<file path="config.mk">
export PLATFORM = sky130hd
export DESIGN_NAME = alu_seq_flat
export DESIGN_NICKNAME = d
export VERILOG_FILES = /design/src/rtl/alu_seq_if.sv /design/src/rtl/alu_seq.sv /design/src/flat_wrapper.sv
export SDC_FILE = /design/constraint.sdc
export NUM_CORES = 1
export LEC_CHECK = 0
export BUFFER_PORTS_ARGS = -buffer_cell sky130_fd_sc_hd__buf_2
export CORE_MARGIN = 1
export CORE_UTILIZATION = 40
export CTS_BUF_LIST = sky130_fd_sc_hd__clkbuf_16
export DETAILED_ROUTE_END_ITERATION = 10
export GPL_ROUTABILITY_DRIVEN = 0
export GPL_TIMING_DRIVEN = 1
export PLACE_DENSITY = 0.55
export SETUP_SLACK_MARGIN = 0.05
export SKIP_LAST_GASP = 1
export SLEW_MARGIN = 20
export SYNTH_ARGS = -nofsm -noshare
export SYNTH_HDL_FRONTEND = slang
export SYNTH_SLANG_ARGS = --single-unit
</file>
<file path="constraint.sdc">
create_clock -name clock -period 3.5 [get_ports clock]
set_input_delay 0.525 -clock clock [delete_from_list [all_inputs] [get_ports clock]]
set_output_delay 0.525 -clock clock [all_outputs]
set_load 0.005 [all_outputs]
</file>
<file path="src/rtl/alu_seq_if.sv">
// alu_seq_if: request/result bundle between the control unit and alu_seq.
// The master side (control unit) issues requests; the slave side (ALU) returns
// the registered result and the start/busy/done handshake status.
interface alu_seq_if #(
   parameter int WIDTH = 16
);
   logic             start;
   logic [15:0]      instruction;
   logic [WIDTH-1:0] X;
   logic [WIDTH-1:0] Y;
   logic [WIDTH-1:0] read_data;
   logic [WIDTH-1:0] PC;
   logic [WIDTH-1:0] Z;
   logic             busy;
   logic             done;
   logic             div_by_zero;

   modport master (
      output start, instruction, X, Y, read_data, PC,
      input  Z, busy, done, div_by_zero
   );

   modport slave (
      input  start, instruction, X, Y, read_data, PC,
      output Z, busy, done, div_by_zero
   );
endinterface

</file>
<file path="src/rtl/alu_seq.sv">
// alu_seq: multi-cycle ALU with a registered result.
// Single-cycle ops complete one edge after start. Opcode 1011 runs an
// iterative shift-add multiplier (and, when ALU_SEQ_DIVIDE_EN is defined, a
// restoring divider) for WIDTH steps while busy is high.
// Build option: `define ALU_SEQ_DIVIDE_EN to include the DIV/REM datapath;
// without it DIV/REM complete in one cycle with Z=0.
module alu_seq #(
   parameter int WIDTH = 16,
   parameter int SHW   = $clog2(WIDTH)
) (
   input  logic     clock,
   input  logic     reset,
   alu_seq_if.slave bus
);

   typedef enum logic {IDLE = 1'b0, RUN = 1'b1} state_t;

   logic [3:0] opcode;
   logic [3:0] func;
   logic [7:0] imm8;

   assign opcode = bus.instruction[15:12];
   assign imm8   = bus.instruction[11:4];
   assign func   = bus.instruction[3:0];

   state_t               state_q, state_d;
   logic [SHW-1:0]       cnt_q, cnt_d;
   // Shared shift register: {acc, multiplier} for MUL, {remainder, quotient} for DIV.
   logic [2*WIDTH-1:0]   prod_q, prod_d;
   logic [WIDTH-1:0]     x_q, x_d;
   logic                 hi_q, hi_d;
   logic [WIDTH-1:0]     z_q, z_d;
   logic                 done_q, done_d;
   logic                 dbz_q, dbz_d;
`ifdef ALU_SEQ_DIVIDE_EN
   logic [WIDTH-1:0]     y_q, y_d;
   logic                 div_q, div_d;
   logic [WIDTH:0]       div_shift;
   logic [WIDTH:0]       div_diff;
`endif

   logic                 is_iter;
   logic [WIDTH-1:0]     sc_res;
   logic [WIDTH:0]       mul_sum;
   logic [2*WIDTH-1:0]   step;

   // Decide whether the presented request needs the iterative datapath.
   always_comb begin
      is_iter = 1'b0;
      if (opcode == 4'b1011) begin
         case (func)
            4'b0000, 4'b0001: is_iter = 1'b1;
`ifdef ALU_SEQ_DIVIDE_EN
            4'b0010, 4'b0011: is_iter = 1'b1;
`endif
            default:          is_iter = 1'b0;
         endcase
      end
   end

   // Single-cycle result; opcode 1011 and any non-iterative func give zero.
   always_comb begin
      sc_res = '0;
      case (opcode)
         4'b0000: sc_res = bus.X + bus.Y;
         4'b0001: sc_res = bus.X - bus.Y;
         4'b0010: sc_res = bus.X & bus.Y;
         4'b0011: sc_res = bus.X | bus.Y;
         4'b0100: sc_res = bus.X ^ bus.Y;
         4'b0101: sc_res = bus.X >> bus.Y[SHW-1:0];
         4'b0110: sc_res = bus.X << bus.Y[SHW-1:0];
         4'b0111: sc_res = WIDTH'(bus.X >= bus.Y);
         4'b1000: sc_res = bus.PC + WIDTH'(1);
         4'b1001: sc_res = WIDTH'(bus.Y == '0);
         4'b1010: sc_res = WIDTH'(bus.Y != '0);
         4'b1100: sc_res = bus.read_data;
         4'b1101: sc_res = bus.Y;
         4'b1110: begin
            sc_res       = bus.X;
            sc_res[7:0]  = imm8;
         end
         4'b1111: begin
            sc_res       = bus.X;
            sc_res[15:8] = imm8;
         end
         default: sc_res = '0;
      endcase
   end

   // One iteration: shift-add for multiply, restoring subtract for divide.
   always_comb begin
      mul_sum = {1'b0, prod_q[2*WIDTH-1:WIDTH]} + (prod_q[0] ? {1'b0, x_q} : '0);
      step    = {mul_sum, prod_q[WIDTH-1:1]};
`ifdef ALU_SEQ_DIVIDE_EN
      div_shift = {prod_q[2*WIDTH-1:WIDTH], prod_q[WIDTH-1]};
      div_diff  = div_shift - {1'b0, y_q};
      if (div_q) begin
         // A zero divisor always "fits", giving all-ones quotient and remainder X.
         if (div_shift >= {1'b0, y_q}) begin
            step = {div_diff[WIDTH-1:0], prod_q[WIDTH-2:0], 1'b1};
         end else begin
            step = {div_shift[WIDTH-1:0], prod_q[WIDTH-2:0], 1'b0};
         end
      end
`endif
   end

   // Next-state and datapath updates for the IDLE/RUN controller.
   always_comb begin
      state_d = state_q;
      cnt_d   = cnt_q;
      prod_d  = prod_q;
      x_d     = x_q;
      hi_d    = hi_q;
      z_d     = z_q;
      done_d  = 1'b0;
      dbz_d   = dbz_q;
`ifdef ALU_SEQ_DIVIDE_EN
      y_d     = y_q;
      div_d   = div_q;
`endif
      case (state_q)
         IDLE: begin
            if (bus.start) begin
               if (is_iter) begin
                  x_d     = bus.X;
                  hi_d    = func[0];
                  prod_d  = {{WIDTH{1'b0}}, bus.Y};
`ifdef ALU_SEQ_DIVIDE_EN
                  y_d     = bus.Y;
                  div_d   = func[1];
                  if (func[1]) begin
                     prod_d = {{WIDTH{1'b0}}, bus.X};
                  end
`endif
                  cnt_d   = SHW'(WIDTH - 1);
                  state_d = RUN;
               end else begin
                  z_d    = sc_res;
                  done_d = 1'b1;
                  dbz_d  = 1'b0;
               end
            end
         end
         RUN: begin
            prod_d = step;
            if (cnt_q == '0) begin
               // High half is MULH / REM, low half is MULL / DIV.
               z_d     = hi_q ? step[2*WIDTH-1:WIDTH] : step[WIDTH-1:0];
               done_d  = 1'b1;
               dbz_d   = 1'b0;
`ifdef ALU_SEQ_DIVIDE_EN
               dbz_d   = div_q && (y_q == '0);
`endif
               state_d = IDLE;
            end else begin
               cnt_d = cnt_q - SHW'(1);
            end
         end
         default: state_d = IDLE;
      endcase
   end

   // State and result registers; reset aborts any run in progress.
   always_ff @(posedge clock or negedge reset) begin
      if (!reset) begin
         state_q <= IDLE;
         cnt_q   <= '0;
         prod_q  <= '0;
         x_q     <= '0;
         hi_q    <= 1'b0;
         z_q     <= '0;
         done_q  <= 1'b0;
         dbz_q   <= 1'b0;
`ifdef ALU_SEQ_DIVIDE_EN
         y_q     <= '0;
         div_q   <= 1'b0;
`endif
      end else begin
         state_q <= state_d;
         cnt_q   <= cnt_d;
         prod_q  <= prod_d;
         x_q     <= x_d;
         hi_q    <= hi_d;
         z_q     <= z_d;
         done_q  <= done_d;
         dbz_q   <= dbz_d;
`ifdef ALU_SEQ_DIVIDE_EN
         y_q     <= y_d;
         div_q   <= div_d;
`endif
      end
   end

   assign bus.Z           = z_q;
   assign bus.done        = done_q;
   assign bus.div_by_zero = dbz_q;
   assign bus.busy        = (state_q == RUN);

endmodule

</file>
<file path="src/flat_wrapper.sv">
// flat-port wrapper written by rule: the top's interface ports become plain ports
module alu_seq_flat 
#(
   parameter int WIDTH = 16,
   parameter int SHW   = $clog2(WIDTH)
)
  (clock, reset, bus_start, bus_instruction, bus_X, bus_Y, bus_read_data, bus_PC, bus_Z, bus_busy, bus_done, bus_div_by_zero);
  alu_seq_if #(.WIDTH(WIDTH)) bus_i ();
  input  logic clock;
  input  logic reset;
  input wire logic [$bits(bus_i.start)-1:0] bus_start;
  input wire logic [$bits(bus_i.instruction)-1:0] bus_instruction;
  input wire logic [$bits(bus_i.X)-1:0] bus_X;
  input wire logic [$bits(bus_i.Y)-1:0] bus_Y;
  input wire logic [$bits(bus_i.read_data)-1:0] bus_read_data;
  input wire logic [$bits(bus_i.PC)-1:0] bus_PC;
  output wire logic [$bits(bus_i.Z)-1:0] bus_Z;
  output wire logic [$bits(bus_i.busy)-1:0] bus_busy;
  output wire logic [$bits(bus_i.done)-1:0] bus_done;
  output wire logic [$bits(bus_i.div_by_zero)-1:0] bus_div_by_zero;
  assign bus_i.start = bus_start;
  assign bus_i.instruction = bus_instruction;
  assign bus_i.X = bus_X;
  assign bus_i.Y = bus_Y;
  assign bus_i.read_data = bus_read_data;
  assign bus_i.PC = bus_PC;
  assign bus_Z = bus_i.Z;
  assign bus_busy = bus_i.busy;
  assign bus_done = bus_i.done;
  assign bus_div_by_zero = bus_i.div_by_zero;
  alu_seq #(.WIDTH(WIDTH), .SHW(SHW)) u_core (.clock(clock), .reset(reset), .bus(bus_i));
endmodule
</file>
# Word level (Yosys, flattened, before mapping)
# Cells that the tools add are included.
# totals
out_inout_bits	19
regBits	72
wordCells	79
# op_classes
n_bitwise	4
n_addsub	5
n_reduce_logical	10
n_mux	28
eq_ne	21
n_shift	2
order_cmp	1
# op_table
cell	n
16-bit case mux with 15 select lines	1
16-bit 2-to-1 mux	5
32-bit 2-to-1 mux	2
32-bit case mux with 2 select lines	1
4-bit equality test (second input constant)	8
16-bit case mux with 2 select lines	1
16-bit by 17-bit adder with 17-bit output	1
16-bit by 1-bit adder with 16-bit output (second input constant)	1
16-bit adder	1
16-bit bitwise AND	1
4-bit by 3-bit equality test with 1-bit output (second input constant)	4
16-bit greater-or-equal comparator	1
16-bit zero test	1
16-bit bitwise OR	1
16-bit nonzero test	1
16-bit by 4-bit left shift with 16-bit output	1
16-bit by 4-bit right shift with 16-bit output	1
16-bit subtractor	1
16-bit XOR	1
4-bit zero test	3
4-bit 2-to-1 mux	3
1-bit 2-to-1 mux	11
3-bit AND reduction	3
4-bit by 1-bit equality test with 1-bit output (second input constant)	2
9 further kinds	15

# Longest topological paths before layout
# Gate-level depths: netlist of run 1.
# logic_depth
depth_word	7
depth_mapped	14
ltp_nobuf	11

# Worst setup path after synthesis of run 1
# No wires, ideal clock.
# synth_path
path_type	input port to flip-flop
from	in bus_Y[2]
to	reg u_core.z_q[15], in the netlist u_core.bus.Z[15]
cell_stages	14
setup_ns	0.139
path_buffers	4
slack_ns	-0.118
required_ns	3.361
arrival_time_ns	3.479
cell_sequence	clkbuf_1 -> inv_1 -> buf_2 -> buf_1 -> ha_1 -> buf_2 -> or3_1 -> a31oi_1 -> nand3b_1 -> a41oi_2 -> o41ai_2 -> mux2i_1 -> nand2_1 -> or4_1
# synth_via
elab_chain_len	5
# synth_lines
element	line	rtl
from (decl)	flat_wrapper.sv:14	input wire logic [$bits(bus_i.Y)-1:0] bus_Y;
16-bit subtractor, or another cell as far along	alu_seq.sv:66	4'b0001: sc_res = bus.X - bus.Y;
16-bit case mux with 15 select lines (*)	alu_seq.sv:64	case (opcode)
16-bit 2-to-1 mux (*)	alu_seq.sv:125	if (is_iter) begin
16-bit 2-to-1 mux (*)	alu_seq.sv:124	if (bus.start) begin
16-bit case mux with 2 select lines (*)	alu_seq.sv:122	case (state_q)
to (signal assigned)	alu_seq.sv:185	z_q <= z_d;
to (decl)	alu_seq.sv:32	logic [WIDTH-1:0] z_q, z_d;
# Mark *: on every way between the ends. The rest lies on a longest branch, timed or not. The select of a mux whose other input is x is not followed.
# A chain may end at the register's enable or synchronous reset.

# Final worst setup path of run 1
# layout_path
from	reg u_core.x_q[0]
to	reg u_core.z_q[15], in the netlist u_core.bus.Z[15]
# layout_via
elab_chain_len	5
# layout_lines
element	line	rtl
from (decl)	alu_seq.sv:30	logic [WIDTH-1:0] x_q, x_d;
from (signal assigned)	alu_seq.sv:170	x_q <= '0;
from (signal assigned)	alu_seq.sv:183	x_q <= x_d;
16-bit 2-to-1 mux	alu_seq.sv:92	mul_sum = {1'b0, prod_q[2*WIDTH-1:WIDTH]} + (prod_q[0] ? {1'b0, x_q} : '0);
16-bit by 17-bit adder with 17-bit output	alu_seq.sv:92	
16-bit 2-to-1 mux	alu_seq.sv:149	z_d = hi_q ? step[2*WIDTH-1:WIDTH] : step[WIDTH-1:0];
16-bit 2-to-1 mux	alu_seq.sv:147	if (cnt_q == '0) begin
16-bit case mux with 2 select lines	alu_seq.sv:122	
# No other way between the ends. The select of a mux whose other input is x is not followed.

==> results of run 1 <==
==> worst paths after layout <==
kind / start / to / slack (ns) / cells past startpoint
min reg2reg: u_core.x_q[10]$_DFFE_PN0P_ / u_core.x_q[10]$_DFFE_PN0P_ / 0.47 / 2
min in group clock: bus_instruction[0] / u_core.hi_q$_DFFE_PN0P_ / 0.43 / 2
max in group asynchronous: reset / u_core.bus.busy$_DFF_PN0_ / 2.51 / 1
max: u_core.x_q[0]$_DFFE_PN0P_ / u_core.bus.Z[15]$_DFFE_PN0P_ / 0.23 / 11
max reg2reg: u_core.x_q[0]$_DFFE_PN0P_ / u_core.bus.Z[15]$_DFFE_PN0P_ / 0.23 / 11
min: reset / u_core.prod_q[28]$_DFFE_PN0P_ / 0.32 / 1
==> cells by family after synthesis <==
group                      synth area share [%]
other                                   0.04379
and+or+nand+nor                           21.23
buffers and inverters                     6.765
DFF                                       20.75
adders and majority gates                 11.81
muxes                                     8.022
AOI/OAI and AO/OA                         27.60
xor gates and xnor gates                  3.784
==> routing by layer <==
| layer | global-route usage (%) | part of all wire, % |
|---|---|---|
| met1 | 44.35 | 43 |
| met2 | 49.53 | 44 |
| met3 | 3.865 | 8.6 |
| met4 | 15.15 | 4.9 |
| met5 | 0 | 0 |
==> flip-flops by register name (all words and copies together) (netlist names) <==
name / count
u_core.hi_q: 1
u_core.bus.Z: 16
u_core.bus.busy: 1
u_core.bus.done: 1
u_core.cnt_q: 4
u_core.x_q: 16
u_core.prod_q: 32
==> metrics by stage <==
step / cells / setup WS (ns) / cell area, um2
detailed placement: 1473 / 0.2137 / 9579
global placement: 1473 / 0.2186 / 9579
finish: 1490 / 0.2280 / 9896
floorplan: 1105 / 0.06655 / 8566
global route: 1489 / 0.1205 / 9893
CTS: 1489 / 0.2552 / 9893
==> cells in the mapped netlist (all sizes together) (4+ instances only) <==
| master | n |
|---|---|
| inv | 55 |
| mux4 | 13 |
| nor2 | 127 |
| xnor2 | 25 |
| and2 | 20 |
| ha | 76 |
| clkbuf | 36 |
| o31ai | 11 |
| and3 | 4 |
| mux2 | 15 |
| a22oi | 18 |
| nor4 | 17 |
| o41ai | 5 |
| nor3 | 36 |
| a222oi | 8 |
| nand4 | 9 |
| nor2b | 9 |
| a21oi | 78 |
| o22ai | 4 |
| dfrtp | 71 |
| a21o | 12 |
| or3 | 8 |
| o21ai | 96 |
| a211oi | 20 |
| a211o | 5 |
| buf | 38 |
| a221oi | 7 |
| o21a | 6 |
| nand2b | 5 |
| mux2i | 21 |
| o211ai | 15 |
| o32ai | 8 |
| o21bai | 5 |
| nand3 | 28 |
| a31oi | 17 |
| xor2 | 12 |
| a2111oi | 6 |
| nand2 | 105 |
==> power breakdown <==
| group | switching (mW) | total, mW | internal [mW] |
|---|---|---|---|
| sequential | 0.105 | 1.05 | 0.944 |
| combinational | 0.722 | 1.19 | 0.471 |
| clock | 0.365 | 0.983 | 0.619 |
==> final cells by class <==
| cell class | count | area [um2] |
|---|---|---|
| Fill cell | 2153 | 11130 |
| Multi-Input combinational cell | 904 | 6228 |
| Sequential cell | 71 | 1778 |
| Timing Repair Buffer | 167 | 1018 |
| Tap cell | 275 | 344.1 |
| Clock buffer | 9 | 225.2 |
| Inverter | 56 | 210.2 |
| Clock inverter | 7 | 88.84 |
| Antenna cell | 1 | 2.502 |
==> reports/qor.yml, run 1 <==
run_status: "completed"
slew_viol_final: 0
cts_tree: "built"
async_flop_share_pct: 100.0
drt_iter0_markers: 1091
power_density_nw_per_um2: 325.9
die_h_um: 148.3
period_share_pct: 93.48
path_class: "flip-flop to flip-flop"
slowest_stage: "or4_1"
final_util_pct: 47.07
ys_top_cells_by_area: "dfrtp_1 (21%), ha_1 (11%), nor2_1 (5.6%), o21ai_0 (5.1%), nand2_1 (4.6%)"
cp_data_required_time_ns: 3.72
max_cap_violations: 0
hp-class: "primary input to asynchronous set/reset pin"
start_util_pct: 40.74
wl_per_cell_um: 23.65
mostFrequentLayoutCell: "nor2_1"
fin_worst_skew_ns: 0.008703
via_count: 9425
cts-resized-gates: 0
yosysTopAreaCell: "dfrtp_1"
dieArea_um2: 22000
synth_nets: 1267
timing.hold.ws_ns: 0.3164
grt_pass1_vias: 8656
max_slew_margin_pct: 34.27
synth_top_area_share_pct: 20.75
cts_setup_buffers: 0
syn_inst: 1105
leakagePower_nw: 4.442
ys_seq_area_share_pct: 20.75
fmax_mhz: 305.6
path_buf_inv: 0
clkLatencyLatePin_ns: 0.34
via_per_inst: 6.326
grt_max_degree: 72
io_pins: 102
worst_path_most_repeated_cell: "o21ai_2"
ys_ff_latch: 71
rows: 53
cts_buffers: 9
crit_chain: "and2_1 -> ha_1 -> fa_1 -> a211oi_2 -> o21a_1 -> o21ai_2 -> a31oi_2 -> o21ai_2 -> nor4b_1 -> nor3_1 -> or4_1"
first_pass_iters: 8
area_growth_syn_to_layout_pct: 15.56
hpwlAfterDp_um: 27400
drive_above_1_share_pct: 19.19
synth_area_per_cell_um2: 7.750
synth_edf_count: 0
ant_nets: 0
drc_errors: 0
grt_overflow: 0
h-tree-depth: 3
critPathMaxFanout: 3
grt_pass1_wl_um: 53100
holdBufCountCts: 0
clk_path_buf_depth: 2
synthFlopType: "dfrtp_1"
rsz0062_at_grt: "false"
yosys_warnings: 0
endpoint_kind: "flip-flop"
syn_area_um2: 8563
min_period_ns: 3.272
final_cell_mix: "nor2_1 (127), nand2_1 (104), buf_2 (99)"
fp.dieW_um: 148.3
finalPower_mw: 3.225
cts.sinks: 71
path_clk_slew_ns: 0.06
max_stage_delay_ns: 0.50
crit_family: "simple AND/OR/NAND/NOR gates"
grt_antenna_before_repair: 0
setup_violations: 0
ys_types: 93
wirelength_um: 35240
tns_ns: 0
cp_data_arrival_time_ns: 3.49
worstMarginPinSlew_ns: 0.9834
core_um2: 21020
max-vdd-ir-drop_uv: 183.8
track_usage_pct: 32.05
root_buffer: "clkbuf_16"
numPortBuffers: 100
hold_viol_final: 0
nNetsFinal: 1371
startpoint_type: "flip-flop"
No activity file was read; power rests on OpenSTA's default activity.
==> run 2, diff against run 1 <==
--- a/config.mk
+++ b/config.mk
@@ -6,6 +6,7 @@
 export NUM_CORES = 1
 export LEC_CHECK = 0
 export BUFFER_PORTS_ARGS = -buffer_cell sky130_fd_sc_hd__buf_2
+export CORE_ASPECT_RATIO = 0.9
 export CORE_MARGIN = 1
 export CORE_UTILIZATION = 40
 export CTS_BUF_LIST = sky130_fd_sc_hd__clkbuf_16
==> run 2 against run 1 <==
Against the previous run: worst hold slack worse by 0.012 ns; count of clock-buffer cells in the layout stayed put; sequential cell count stayed put; largest cell class unchanged; routed wire length is 1.4% lower; die area hardly changed; highest routed layer is now met5; global-route usage is 0.29 points lower; final area is 0.54% higher; final cell count is 1.4% higher; critical path type unchanged; clock power is 10% lower; first-iteration DRC count is 7.9% lower.
==> reports/qor.yml, run 2 (synthesized netlist as in run 1, its figures left out) <==
track_usage_pct: 31.76
area_growth_syn_to_layout_pct: 16.19
wirelength_um: 34740
nNetsFinal: 1382
drc_errors: 0
max_slew_margin_pct: 37.58
path_clk_slew_ns: 0.06
grt_overflow: 0
min_period_ns: 3.181
via_count: 9370
cts.sinks: 71
tns_ns: 0
h-tree-depth: 3
numPortBuffers: 100
endpoint_kind: "flip-flop"
max_cap_violations: 0
critPathMaxFanout: 3
fmax_mhz: 314.3
start_util_pct: 40.98
first_pass_iters: 6
hp-class: "primary input to asynchronous set/reset pin"
startpoint_type: "flip-flop"
grt_pass1_wl_um: 52150
rows: 50
startpoint: "u_core.x_q[0]$_DFFE_PN0P_"
cts_tree: "built"
largest_reg_flops: 32
grt_pass1_vias: 8534
finalPower_mw: 3.130
fp.dieW_um: 156.2
cts_buffers: 9
max-vdd-ir-drop_uv: 209.3
grt_antenna_before_repair: 2
via_per_inst: 6.201
fin_worst_skew_ns: 0.006990
power_density_nw_per_um2: 314.6
n_antenna_cell: 0
slew_viol_final: 0
root_buffer: "clkbuf_16"
final_cell_mix: "nor2_1 (127), nand2_1 (105), buf_2 (99)"
holdBufCountCts: 0
grt_max_degree: 73
post-route-cell-area_um2: 9950
dieArea_um2: 22000
ff2ff_path_depth: 11
drive_above_1_share_pct: 19.76
clk_path_buf_depth: 2
top_register: "u_core.prod_q"
period_share_pct: 90.90
setup_violations: 0
final_util_pct: 47.62
hold_viol_final: 0
r2r-start: "u_core.x_q[0]$_DFFE_PN0P_"
drt_iter0_markers: 1005
io_pins: 102
core_um2: 20900
leakagePower_nw: 4.481
run_status: "completed"
r2r_end: "u_core.bus.Z[15]$_DFFE_PN0P_"
clkLatencyLatePin_ns: 0.34
die_h_um: 140.8
worstMarginPinSlew_ns: 0.9338
hpwlAfterDp_um: 27400
reg2reg_setup_slack_ns: 0.32
cp_data_required_time_ns: 3.71
path_class: "flip-flop to flip-flop"
rsz0062_at_grt: "false"
ant_nets: 0
wl_per_cell_um: 22.99
cp_data_arrival_time_ns: 3.39
post_dp_cell_area_um2: 9661
mostFrequentLayoutCell: "nor2_1"
==> run 2: cell count changes in the layout (fill, tap and decap cells not counted), sizes merged <==
cell,before,now
inv,56,58
bufinv,2,1
buf,167,178
clkinv,4,3
diode,1,0
==> run 2: cell type report <==
cell class	instances	area [um2]
clock buffer	9	225.2
clock inverter	7	57.56
fill	2188	10950
inverter	56	210.2
multi-input combinational	904	6232
sequential	71	1778
tap	286	357.8
timing repair buffer	178	1089
==> run 2: what timing repair did <==
| action | in CTS | in global routing |
|---|---|---|
| buffers inserted | 0 | 0 |
| gates resized for setup | 0 | 2 |
| setup endpoints to repair | 0 | 1 |
==> run 2: metal layers <==
metal	vias up	GRT usage, %	part of all wire, %
met5	-	0	0.037
met1	4431	44.98	44
li1	4297	-	-
met3	91	5.226	9.7
met2	549	46.50	42
met4	2	15.48	4.5
==> run 2: worst max path at each step <==
stage | slack [ns] | endpoint
2_1_floorplan | 0.07 | u_core.bus.Z[15]$_DFFE_PN0P_
3_3_place_gp | 0.21 | u_core.bus.Z[15]$_DFFE_PN0P_
3_5_place_dp | 0.17 | u_core.bus.Z[15]$_DFFE_PN0P_
4_1_cts | 0.28 | u_core.bus.Z[15]$_DFFE_PN0P_
5_1_grt | 0.15 | u_core.bus.Z[15]$_DFFE_PN0P_
6_report | 0.32 | u_core.bus.Z[15]$_DFFE_PN0P_
==> run 2: through the flow <==
step / cells / hold slack, ns / setup slack, ns
5_1_grt: 1511 / 0.4028 / 0.1531
3_3_place_gp: 1495 / 0.4531 / 0.2119
6_report: 1511 / 0.3044 / 0.3186
4_1_cts: 1511 / 0.3488 / 0.2822
3_5_place_dp: 1495 / 0.4625 / 0.1739
2_1_floorplan: 1105 / 0.2294 / 0.06655
==> run 2: critical path, stage by stage, from the launching register on <==
cell      delay [ns]
dfrtp_1         0.37
and2_1          0.15
ha_1            0.22
fa_1            0.47
a211oi_2        0.23
o21a_1          0.21
o21ai_2         0.08
a31oi_2         0.29
o21ai_2         0.13
nor4b_1         0.25
nor3_1          0.13
or4_1           0.52
==> run 2: report_power, final <==
group | internal, mW | switching (mW)
combinational | 0.478 | 0.731
sequential | 0.944 | 0.0965
clock | 0.540 | 0.340
total | 1.96 | 1.17
